File: src/rtl/shift_request_arbiter_if.sv
// ============================================================================
// Module      : shift_request_arbiter_if
// Description : Request, shifter and response bundle for shift_request_arbiter.
// Revision    : 1.0 - initial release
// ============================================================================
`default_nettype none

interface shift_request_arbiter_if #(
    parameter int N_REQ = 4
);
    localparam int ID_W = $clog2(N_REQ);

    logic [N_REQ-1:0]    i_req_valid;
    logic [N_REQ-1:0]    o_req_ready;
    logic [32*N_REQ-1:0] i_req_data;
    logic [5*N_REQ-1:0]  i_req_amt;
    logic [N_REQ-1:0]    i_req_signed;
    logic [N_REQ-1:0]    i_req_left;

    logic [31:0]         o_sh_data;
    logic [4:0]          o_sh_amt;
    logic                o_sh_signed;
    logic                o_sh_left;
    logic [31:0]         i_sh_result;

    logic                o_rsp_valid;
    logic [ID_W-1:0]     o_rsp_id;
    logic [31:0]         o_rsp_data;
    logic                i_rsp_ready;

    // Arbiter side
    modport slave (
        input  i_req_valid, i_req_data, i_req_amt, i_req_signed, i_req_left,
        input  i_sh_result, i_rsp_ready,
        output o_req_ready, o_sh_data, o_sh_amt, o_sh_signed, o_sh_left,
        output o_rsp_valid, o_rsp_id, o_rsp_data
    );

    // Requesters, shifter and consumer side
    modport master (
        output i_req_valid, i_req_data, i_req_amt, i_req_signed, i_req_left,
        output i_sh_result, i_rsp_ready,
        input  o_req_ready, o_sh_data, o_sh_amt, o_sh_signed, o_sh_left,
        input  o_rsp_valid, o_rsp_id, o_rsp_data
    );
endinterface

`default_nettype wire

File: src/rtl/shift_request_arbiter.sv
// ============================================================================
// Module      : shift_request_arbiter
// Description : Round-robin sharing of one registered 32-bit barrel shifter
//               with a 2-entry credit-controlled response FIFO.
//               Macro SHIFT_ARB_FIXED_PRIO_EN selects fixed lowest-index priority.
// Revision    : 1.0 - initial release
// ============================================================================
`default_nettype none

module shift_request_arbiter #(
    parameter int N_REQ = 4
) (
    input  logic i_clk,
    input  logic i_rst_n,
    shift_request_arbiter_if.slave bus
);
    localparam int ID_W = $clog2(N_REQ);

    logic              inflight_q, inflight_d;
    logic [ID_W-1:0]   inflight_id_q, inflight_id_d;
    logic              wr_ptr_q, wr_ptr_d;
    logic              rd_ptr_q, rd_ptr_d;
    logic [1:0]        occ_q, occ_d;
    logic [31:0]       mem_data_q [2];
    logic [31:0]       mem_data_d [2];
    logic [ID_W-1:0]   mem_id_q [2];
    logic [ID_W-1:0]   mem_id_d [2];
`ifndef SHIFT_ARB_FIXED_PRIO_EN
    logic [ID_W-1:0]   rr_ptr_q, rr_ptr_d;
`endif

    logic              w_pop;
    logic              w_push;
    logic [2:0]        w_outstanding;
    logic              w_issue_ok;
    logic              w_grant_found;
    logic              w_grant_vld;
    logic [ID_W-1:0]   w_grant_idx;

`ifndef SHIFT_ARB_FIXED_PRIO_EN
    function automatic logic [ID_W-1:0] rr_idx(input logic [ID_W-1:0] base, input int off);
        int s;
        s = int'(base) + off;
        if (s >= N_REQ) s = s - N_REQ;
        return ID_W'(s);
    endfunction
`endif

    assign w_pop         = bus.o_rsp_valid && bus.i_rsp_ready;
    assign w_push        = inflight_q;
    // Credit: FIFO entries plus the in-flight result must leave room for one more.
    assign w_outstanding = 3'(occ_q) + 3'(inflight_q) - 3'(w_pop);
    assign w_issue_ok    = w_outstanding < 3'd2;

    always_comb begin
        w_grant_found = 1'b0;
        w_grant_idx   = '0;
`ifdef SHIFT_ARB_FIXED_PRIO_EN
        for (int i = N_REQ - 1; i >= 0; i--) begin
            if (bus.i_req_valid[i]) begin
                w_grant_found = 1'b1;
                w_grant_idx   = ID_W'(i);
            end
        end
`else
        for (int i = 0; i < N_REQ; i++) begin
            if (!w_grant_found && bus.i_req_valid[rr_idx(rr_ptr_q, i)]) begin
                w_grant_found = 1'b1;
                w_grant_idx   = rr_idx(rr_ptr_q, i);
            end
        end
`endif
        w_grant_vld = w_grant_found && w_issue_ok && i_rst_n;
    end

    always_comb begin
        bus.o_req_ready = '0;
        bus.o_sh_data   = '0;
        bus.o_sh_amt    = '0;
        bus.o_sh_signed = 1'b0;
        bus.o_sh_left   = 1'b0;
        if (w_grant_vld) begin
            bus.o_req_ready[w_grant_idx] = 1'b1;
            bus.o_sh_data   = bus.i_req_data[32*int'(w_grant_idx) +: 32];
            bus.o_sh_amt    = bus.i_req_amt[5*int'(w_grant_idx) +: 5];
            bus.o_sh_signed = bus.i_req_signed[w_grant_idx];
            bus.o_sh_left   = bus.i_req_left[w_grant_idx];
        end
    end

    always_comb begin
        inflight_d    = w_grant_vld;
        inflight_id_d = w_grant_vld ? w_grant_idx : inflight_id_q;
`ifndef SHIFT_ARB_FIXED_PRIO_EN
        rr_ptr_d      = w_grant_vld ? rr_idx(w_grant_idx, 1) : rr_ptr_q;
`endif
        occ_d         = occ_q + 2'(w_push) - 2'(w_pop);
        wr_ptr_d      = wr_ptr_q ^ w_push;
        rd_ptr_d      = rd_ptr_q ^ w_pop;
        mem_data_d    = mem_data_q;
        mem_id_d      = mem_id_q;
        if (w_push) begin
            mem_data_d[wr_ptr_q] = bus.i_sh_result;
            mem_id_d[wr_ptr_q]   = inflight_id_q;
        end
    end

    always_ff @(posedge i_clk or negedge i_rst_n) begin
        if (!i_rst_n) begin
            inflight_q    <= 1'b0;
            inflight_id_q <= '0;
            wr_ptr_q      <= 1'b0;
            rd_ptr_q      <= 1'b0;
            occ_q         <= '0;
            for (int i = 0; i < 2; i++) begin
                mem_data_q[i] <= '0;
                mem_id_q[i]   <= '0;
            end
`ifndef SHIFT_ARB_FIXED_PRIO_EN
            rr_ptr_q      <= '0;
`endif
        end else begin
            inflight_q    <= inflight_d;
            inflight_id_q <= inflight_id_d;
            wr_ptr_q      <= wr_ptr_d;
            rd_ptr_q      <= rd_ptr_d;
            occ_q         <= occ_d;
            mem_data_q    <= mem_data_d;
            mem_id_q      <= mem_id_d;
`ifndef SHIFT_ARB_FIXED_PRIO_EN
            rr_ptr_q      <= rr_ptr_d;
`endif
        end
    end

    assign bus.o_rsp_valid = (occ_q != 2'd0);
    assign bus.o_rsp_id    = mem_id_q[rd_ptr_q];
    assign bus.o_rsp_data  = mem_data_q[rd_ptr_q];

    a_fifo_no_overflow: assert property (@(posedge i_clk) disable iff (!i_rst_n)
        !(w_push && !w_pop && (occ_q == 2'd2)));

endmodule

`default_nettype wire

File: src/flat_wrapper.sv
// flat-port wrapper written by rule: the top's interface ports become plain ports
module shift_request_arbiter_flat 
#(
    parameter int N_REQ = 4
)
  (i_clk, i_rst_n, bus_i_req_valid, bus_i_req_data, bus_i_req_amt, bus_i_req_signed, bus_i_req_left, bus_i_sh_result, bus_i_rsp_ready, bus_o_req_ready, bus_o_sh_data, bus_o_sh_amt, bus_o_sh_signed, bus_o_sh_left, bus_o_rsp_valid, bus_o_rsp_id, bus_o_rsp_data);
  shift_request_arbiter_if #(.N_REQ(N_REQ)) bus_i ();
  input  logic i_clk;
  input  logic i_rst_n;
  input wire logic [$bits(bus_i.i_req_valid)-1:0] bus_i_req_valid;
  input wire logic [$bits(bus_i.i_req_data)-1:0] bus_i_req_data;
  input wire logic [$bits(bus_i.i_req_amt)-1:0] bus_i_req_amt;
  input wire logic [$bits(bus_i.i_req_signed)-1:0] bus_i_req_signed;
  input wire logic [$bits(bus_i.i_req_left)-1:0] bus_i_req_left;
  input wire logic [$bits(bus_i.i_sh_result)-1:0] bus_i_sh_result;
  input wire logic [$bits(bus_i.i_rsp_ready)-1:0] bus_i_rsp_ready;
  output wire logic [$bits(bus_i.o_req_ready)-1:0] bus_o_req_ready;
  output wire logic [$bits(bus_i.o_sh_data)-1:0] bus_o_sh_data;
  output wire logic [$bits(bus_i.o_sh_amt)-1:0] bus_o_sh_amt;
  output wire logic [$bits(bus_i.o_sh_signed)-1:0] bus_o_sh_signed;
  output wire logic [$bits(bus_i.o_sh_left)-1:0] bus_o_sh_left;
  output wire logic [$bits(bus_i.o_rsp_valid)-1:0] bus_o_rsp_valid;
  output wire logic [$bits(bus_i.o_rsp_id)-1:0] bus_o_rsp_id;
  output wire logic [$bits(bus_i.o_rsp_data)-1:0] bus_o_rsp_data;
  assign bus_i.i_req_valid = bus_i_req_valid;
  assign bus_i.i_req_data = bus_i_req_data;
  assign bus_i.i_req_amt = bus_i_req_amt;
  assign bus_i.i_req_signed = bus_i_req_signed;
  assign bus_i.i_req_left = bus_i_req_left;
  assign bus_i.i_sh_result = bus_i_sh_result;
  assign bus_i.i_rsp_ready = bus_i_rsp_ready;
  assign bus_o_req_ready = bus_i.o_req_ready;
  assign bus_o_sh_data = bus_i.o_sh_data;
  assign bus_o_sh_amt = bus_i.o_sh_amt;
  assign bus_o_sh_signed = bus_i.o_sh_signed;
  assign bus_o_sh_left = bus_i.o_sh_left;
  assign bus_o_rsp_valid = bus_i.o_rsp_valid;
  assign bus_o_rsp_id = bus_i.o_rsp_id;
  assign bus_o_rsp_data = bus_i.o_rsp_data;
  shift_request_arbiter #(.N_REQ(N_REQ)) u_core (.i_clk(i_clk), .i_rst_n(i_rst_n), .bus(bus_i));
endmodule
File: config.mk
export PLATFORM = sky130hd
export DESIGN_NAME = shift_request_arbiter_flat
export DESIGN_NICKNAME = d
export VERILOG_FILES = /design/src/rtl/shift_request_arbiter_if.sv /design/src/rtl/shift_request_arbiter.sv /design/src/flat_wrapper.sv
export SDC_FILE = /design/constraint.sdc
export NUM_CORES = 1
export LEC_CHECK = 0
export BUFFER_PORTS_ARGS = -buffer_cell sky130_fd_sc_hd__buf_2
export CAP_MARGIN = 20
export CORE_ASPECT_RATIO = 0.8
export CORE_UTILIZATION = 27
export DETAILED_ROUTE_END_ITERATION = 10
export MAX_ROUTING_LAYER = met4
export SLEW_MARGIN = 20
export SYNTH_ARGS = -nofsm -noshare
export SYNTH_HDL_FRONTEND = slang
export SYNTH_SLANG_ARGS = --single-unit
File: constraint.sdc
create_clock -name i_clk -period 3.92 [get_ports i_clk]
set_input_delay 0.784 -clock i_clk [delete_from_list [all_inputs] [get_ports i_clk]]
set_output_delay 0.784 -clock i_clk [all_outputs]
set_load 0.05 [all_outputs]
Word level (Yosys, flattened, before mapping):

Cells that the tools add are included.

* flip-flop bits (word level): 77
* input bits: 195
* output and inout port bits: 78
* word-level logic and storage cells: 101

* add/subtract/negate cells: 13
* multiply operators: 1
* magnitude comparators: 15
* shift operators: 2
* multiplexer cells: 44
* bitwise operators: 4
* reduce and logical (&&, ||, !) cells: 12

Operator list (number)
* $mux W32: 5
* $shiftx A128 B8 Y32: 1
* $bwmux W64: 1
* $demux W32 S1: 1
* $shiftx A20 B32 Y5: 1
* $mux W2: 13
* $lt A2 B3 Y1 const B: 5
* $mux W1: 13
* $bmux W1 S2: 6
* $ge A3 B3 Y1 const B: 4
* $sub A2 B1 Y2 const B: 5
* $logic_and A1 B1 Y1: 8
* $add A2 B1 Y3 const B: 2
* $add A2 B2 Y3 const B: 2
* $mul A3 B2 Y5 const A: 1
* $mux W5: 1
* $bwmux W4: 1
* $ge A2 B2 Y1 const B: 2
* $mux W4: 1
* $not A1 Y2: 2
* $add A2 B1 Y3: 1
* $ge A2 B3 Y1 const B: 1
* $logic_not A1 Y1: 3
* $lt A3 B2 Y1 const B: 1
* other kinds (9): 10

Longest topological paths before layout:

* word-level depth: 19
* depth in mapped cells: 12

Worst setup path after synthesis:

Ideal clock, no wire load.

* kind: reg2out
* start: register u_core.occ_q[1]
* end: output port bus_o_sh_data[20]
* arrival time: 3.465 ns
* required time: 3.136 ns
* path slack: -0.329 ns
* stages on the path, launching flop included: 12
* path through: dfrtp_1 -> or2_2 -> and2_1 -> ha_1 -> inv_1 -> ha_1 -> fa_1 -> nor4b_4 -> nand2_2 -> buf_6 -> buf_6 -> o22ai_1

* cells in the longest elaborated chain, start to end: 7

Ends and longest elaborated chain
* start: declaration: line shift_request_arbiter.sv:23 `logic [1:0] occ_q, occ_d;`
* start signal: assignment: line shift_request_arbiter.sv:114 `occ_q <= '0;`
* start signal: assignment: line shift_request_arbiter.sv:127 `occ_q <= occ_d;`
* $reduce_bool A2 Y1: line shift_request_arbiter.sv:136 `assign bus.o_rsp_valid = (occ_q != 2'd0);`
* net bus_o_rsp_valid: line flat_wrapper.sv:22 `output wire logic [$bits(bus_i.o_rsp_valid)-1:0] bus_o_rsp_valid;`
* $logic_and A1 B1 Y1: line shift_request_arbiter.sv:49 `assign w_pop = bus.o_rsp_valid && bus.i_rsp_ready;`
* $sub A3 B1 Y3: line shift_request_arbiter.sv:52 `assign w_outstanding = 3'(occ_q) + 3'(inflight_q) - 3'(w_pop);`
* $lt A3 B2 Y1: line shift_request_arbiter.sv:53 `assign w_issue_ok = w_outstanding < 3'd2;`
* $logic_and A1 B1 Y1 (2 in series): line shift_request_arbiter.sv:73 `w_grant_vld = w_grant_found && w_issue_ok && i_rst_n;`
* $mux W32: line shift_request_arbiter.sv:82 `if (w_grant_vld) begin`
* end: declaration: line flat_wrapper.sv:18 `output wire logic [$bits(bus_i.o_sh_data)-1:0] bus_o_sh_data;`

The timed path passes the listed nets, and every way through them passes these cells.

Worst setup path in the final report:

* start: register u_core.occ_q[0]
* end: output port bus_o_sh_data[22]

* cells in the longest elaborated chain, start to end: 7

Ends and longest elaborated chain (line)
* branches (longest 2 deep; another with $add A2 B1 Y3)
* $sub A3 B1 Y3 (*): shift_request_arbiter.sv:52
* $lt A3 B2 Y1 (*): shift_request_arbiter.sv:53
* $logic_and A1 B1 Y1 (*) (2 in series): shift_request_arbiter.sv:73
* $mux W32 (*): shift_request_arbiter.sv:82

Mark *: on every way between the ends.

==> results.md <==
- Status: complete, but fails checks
- Failing checks: setup timing
- DP Worst Slack: -0.1570 ns
- CTS tree: done
- Row count: 42
- Combinational Power Share: 0.686
- Min-delay worst type: reg2reg
- Via density: 4.711
- Final ANT Viol Nets: 0
- R2r endpoint: u_core.rr_ptr_q[1]
- Hold path startpoint: u_core.mem_id_q[2]
- CTS sink cnt: 77
- R2R Setup Slk: 1.27 ns
- DIE HEIGHT: 119.9 microns
- Hold Slack: 0.4982 ns
- Net Sw Frac: 0.4866
- CP Max Fanout: 7
- Worst hold endpoint: u_core.mem_id_q[2]
- Root Driver: clkbuf_16
- Die width: 149.3 microns
- Core area: 16,760 sq um
- Final worst slack: -0.0007241 ns
- Top Layer Used: met4
- Global-route wire length before repair: 23,110 microns
- Metal2 WL: 7528 microns
- Initial antenna violation count: 1
- Maximum VDD drop: 414.0 uV
- Mapped cell area: 4689 sq um
- M1 wire length: 6385 microns
- Mapped Avg Cell Area: 12.51 sq um
- Pwr dens: 926.6 nW/um^2
- Synth Net Count: 579
- Die area: 17,900 sq um
- Largest net degree at the start of global routing: 78
- Final setup viols: 1
- Clock Skew: 0.005793 ns
- TritonCTS Buffers: 9
- Worst R2R Path Depth: 9
- Setup CP Type: reg2out
- Metal3 WL: 791 microns
- FILL cells: 1,569
- Final Hold Viols: 0
- Non-filler cells, final: 874
- Critical R2R Launch: u_core.occ_q[0]
- Final #Nets: 852
- Slew Limit Fails: 0
- Post-synth cell types: 32
- Cells on Worst Hold Path: 1
- Data required, critical path: 3.14 ns
- Final period util: 1.000
- Initial Util: 0.2797
- Gate count of the mapped netlist: 375
- Drt wl/cell: 17.08 microns
- Commonest non-fill, non-tap cell in the layout: buf_2
- Yosys reg bits: 77
- Pint: 3621 uW
- Ys Warns: 0
- Clk buf depth: 2
- Hpwl dp: 11,250 microns
- Share of layout cells above drive strength 1: 0.7075
- Fin crit period: 3.921 ns
- Startpoint Class: flip-flop
- Unrepaired setup endpoints after global routing: true
- Post-layout power: 7053 uW
- Clock network fraction of total power: 0.116
- GRT Total Usage: 0.1724
- Placer Congestion: 0.9212
- Part of the Yosys area used for sequential elements: 0.4109
- Sequential share of power: 0.198
- 1st-pass router iterations: 4
- Leakage: 0.003643 uW
- Total routed wirelength: 14,930 microns
- Actual slew at the worst max-slew pin: 0.9594 ns
- Most frequent cells in the layout: 232 x buf_2, 102 x mux2_2, 78 x mux2i_1
- Footprint of the multi-input gates: 3138 sq um
- Io pins: 273
- Port Buffers: 272
- Insertion delay to the later sink of the worst-skew pair: 0.33 ns
- Endpoint type of the worst setup path: output port
- GR Overflow Total: 0
- Relative slew margins: 0.3604
- Final Core Density: 0.4540
- Clock transition at the registers of the reported paths: 0.05 ns
- # DRC: 0
- P_sw: 3432 uW
- Via count: 4,117
- Initial DRC count: 127
- Area grow syn2layout: 62.30%
- WP data arrival: 3.14 ns
- Vias in the first global route: 4,428
- FF/Latch Area: 1927 sq um
- Placed insts: 850
- Max cap viols: 0
- Fmax: 255.1 MHz
- Htree depth: 3
## worst max-delay path, stage by stage, from the launching register on
cell and delay [ns]:
dfrtp_1 0.38, or2_4 0.25, and2_4 0.15, ha_4 0.26, inv_2 0.04, ha_4 0.14
fa_2 0.44, nor4b_4 0.32, buf_6 0.17, nand2_8 0.12, buf_16 0.19, o22ai_4 0.16
buf_6 0.18
## flip-flops by register name, summed over array words and instances (netlist names)
| signal | flops |
|---|---|
| u_core.occ_q | 2 |
| u_core.inflight_id_q | 2 |
| u_core.mem_data_q | 64 |
| u_core.mem_id_q | 4 |
| u_core.rr_ptr_q | 2 |
| u_core.wr_ptr_q | 1 |
| u_core.inflight_q | 1 |
| u_core.rd_ptr_q | 1 |
## metal layers
| metal | vias up | track usage |
|---|---|---|
| li1 | 1938 | - |
| met1 | 2021 | 0.2162 |
| met2 | 137 | 0.2801 |
| met3 | 21 | 0.03460 |
| met4 | 0 | 0.04974 |
| met5 | - | - |
## synth_stat cells
library cell    n  area (sq um)
a21boi_1        1         7.510
a21o_1          1         7.510
a21oi_1         2         10.01
a22o_1          1         8.760
and2_1          5         31.28
buf_1           3         11.26
buf_2           5         25.02
buf_6          11         123.9
clkbuf_1       11         41.29
dfrtp_1        77          1927
fa_1            1         20.02
ha_1            8         100.1
inv_1           9         33.78
inv_2           1         3.750
mux2_1          2         22.52
mux2_2        102          1149
mux2i_1        78         780.8
nand2_1         1         3.750
nand2_2         1         6.260
nor2_1          1         3.750
nor2b_1         3         18.77
nor4_2          1         12.51
nor4b_4         1         23.77
o21a_1          1         7.510
o21ai_0         2         10.01
o21ai_1         2         10.01
o21bai_1        1         7.510
o221ai_2        1         15.01
o22ai_1        39         244.0
or2_2           1         6.260
xnor2_1         1         8.760
xor2_1          1         8.760
## power groups by stage
stage / sequential (uW) / clock [uW] / combinational (uW)
after detailed placement: 1410 / 0 / 4430
after floorplan: 1340 / 0 / 3690
after global placement: 1370 / 0 / 4380
final: 1390 / 817 / 4840
after CTS: 1400 / 849 / 4850
after global routing: 1450 / 884 / 5070
## worst max-delay path by stage
| stage | from | end | depth (start not counted) |
|---|---|---|---|
| 2_1_floorplan | bus_i_rsp_ready | bus_o_sh_data[0] | 9 |
| 5_1_grt | u_core.occ_q[0] | bus_o_sh_data[6] | 12 |
| 6_report | u_core.occ_q[0] | bus_o_sh_data[22] | 12 |
| 3_3_place_gp | bus_i_rsp_ready | bus_o_sh_data[28] | 12 |
| 3_5_place_dp | bus_i_rsp_ready | bus_o_sh_data[22] | 12 |
| 4_1_cts | u_core.occ_q[1] | bus_o_sh_amt[4] | 13 |
## stage by stage
| stage | setup TNS (ns) | instance area [sq um] |
|---|---|---|
| 2_1_floorplan | 0 | 5245 |
| 6_report | -0.0007241 | 7611 |
| 4_1_cts | -4.754 | 7572 |
| 3_5_place_dp | -4.567 | 6858 |
| 3_3_place_gp | -3.377 | 6858 |
| 5_1_grt | -3.563 | 7611 |
## cell families (layout without fill, tap and decap cells)
| logic type | count (synthesis) | after routing | share of synthesized area |
|---|---|---|---|
| fa+ha+maj | 9 | 9 | 0.02561 |
| buf+inv | 40 | 318 | 0.05096 |
| mux | 182 | 182 | 0.4162 |
| simple gates | 14 | 14 | 0.02268 |
| compound gates | 51 | 51 | 0.06991 |
| xor+xnor | 2 | 2 | 0.003736 |
| flops | 77 | 77 | 0.4109 |
| other cells | 0 | 1 | 0 |
## cell type report
type / instances / area share
Antenna cell: 1 / 0.0003288
Clock buffer: 12 / 0.03239
Clock inverter: 4 / 0.006247
Inverter: 10 / 0.004932
Multi-Input combinational cell: 258 / 0.4123
Sequential cell: 77 / 0.2532
Tap cell: 220 / 0.03617
Timing Repair Buffer: 292 / 0.2545
## repair_timing
| item | 4_1_cts | 5_1_grt |
|---|---|---|
| pin swaps | 10 | 17 |
| setup endpoints to repair | 39 | 43 |
| resized for setup | 94 | 3 |
| cloned | 3 | 1 |
| setup buffers | 3 | 0 |
| hold buffers | 0 | 0 |
Power figures use the tool's default switching activity.
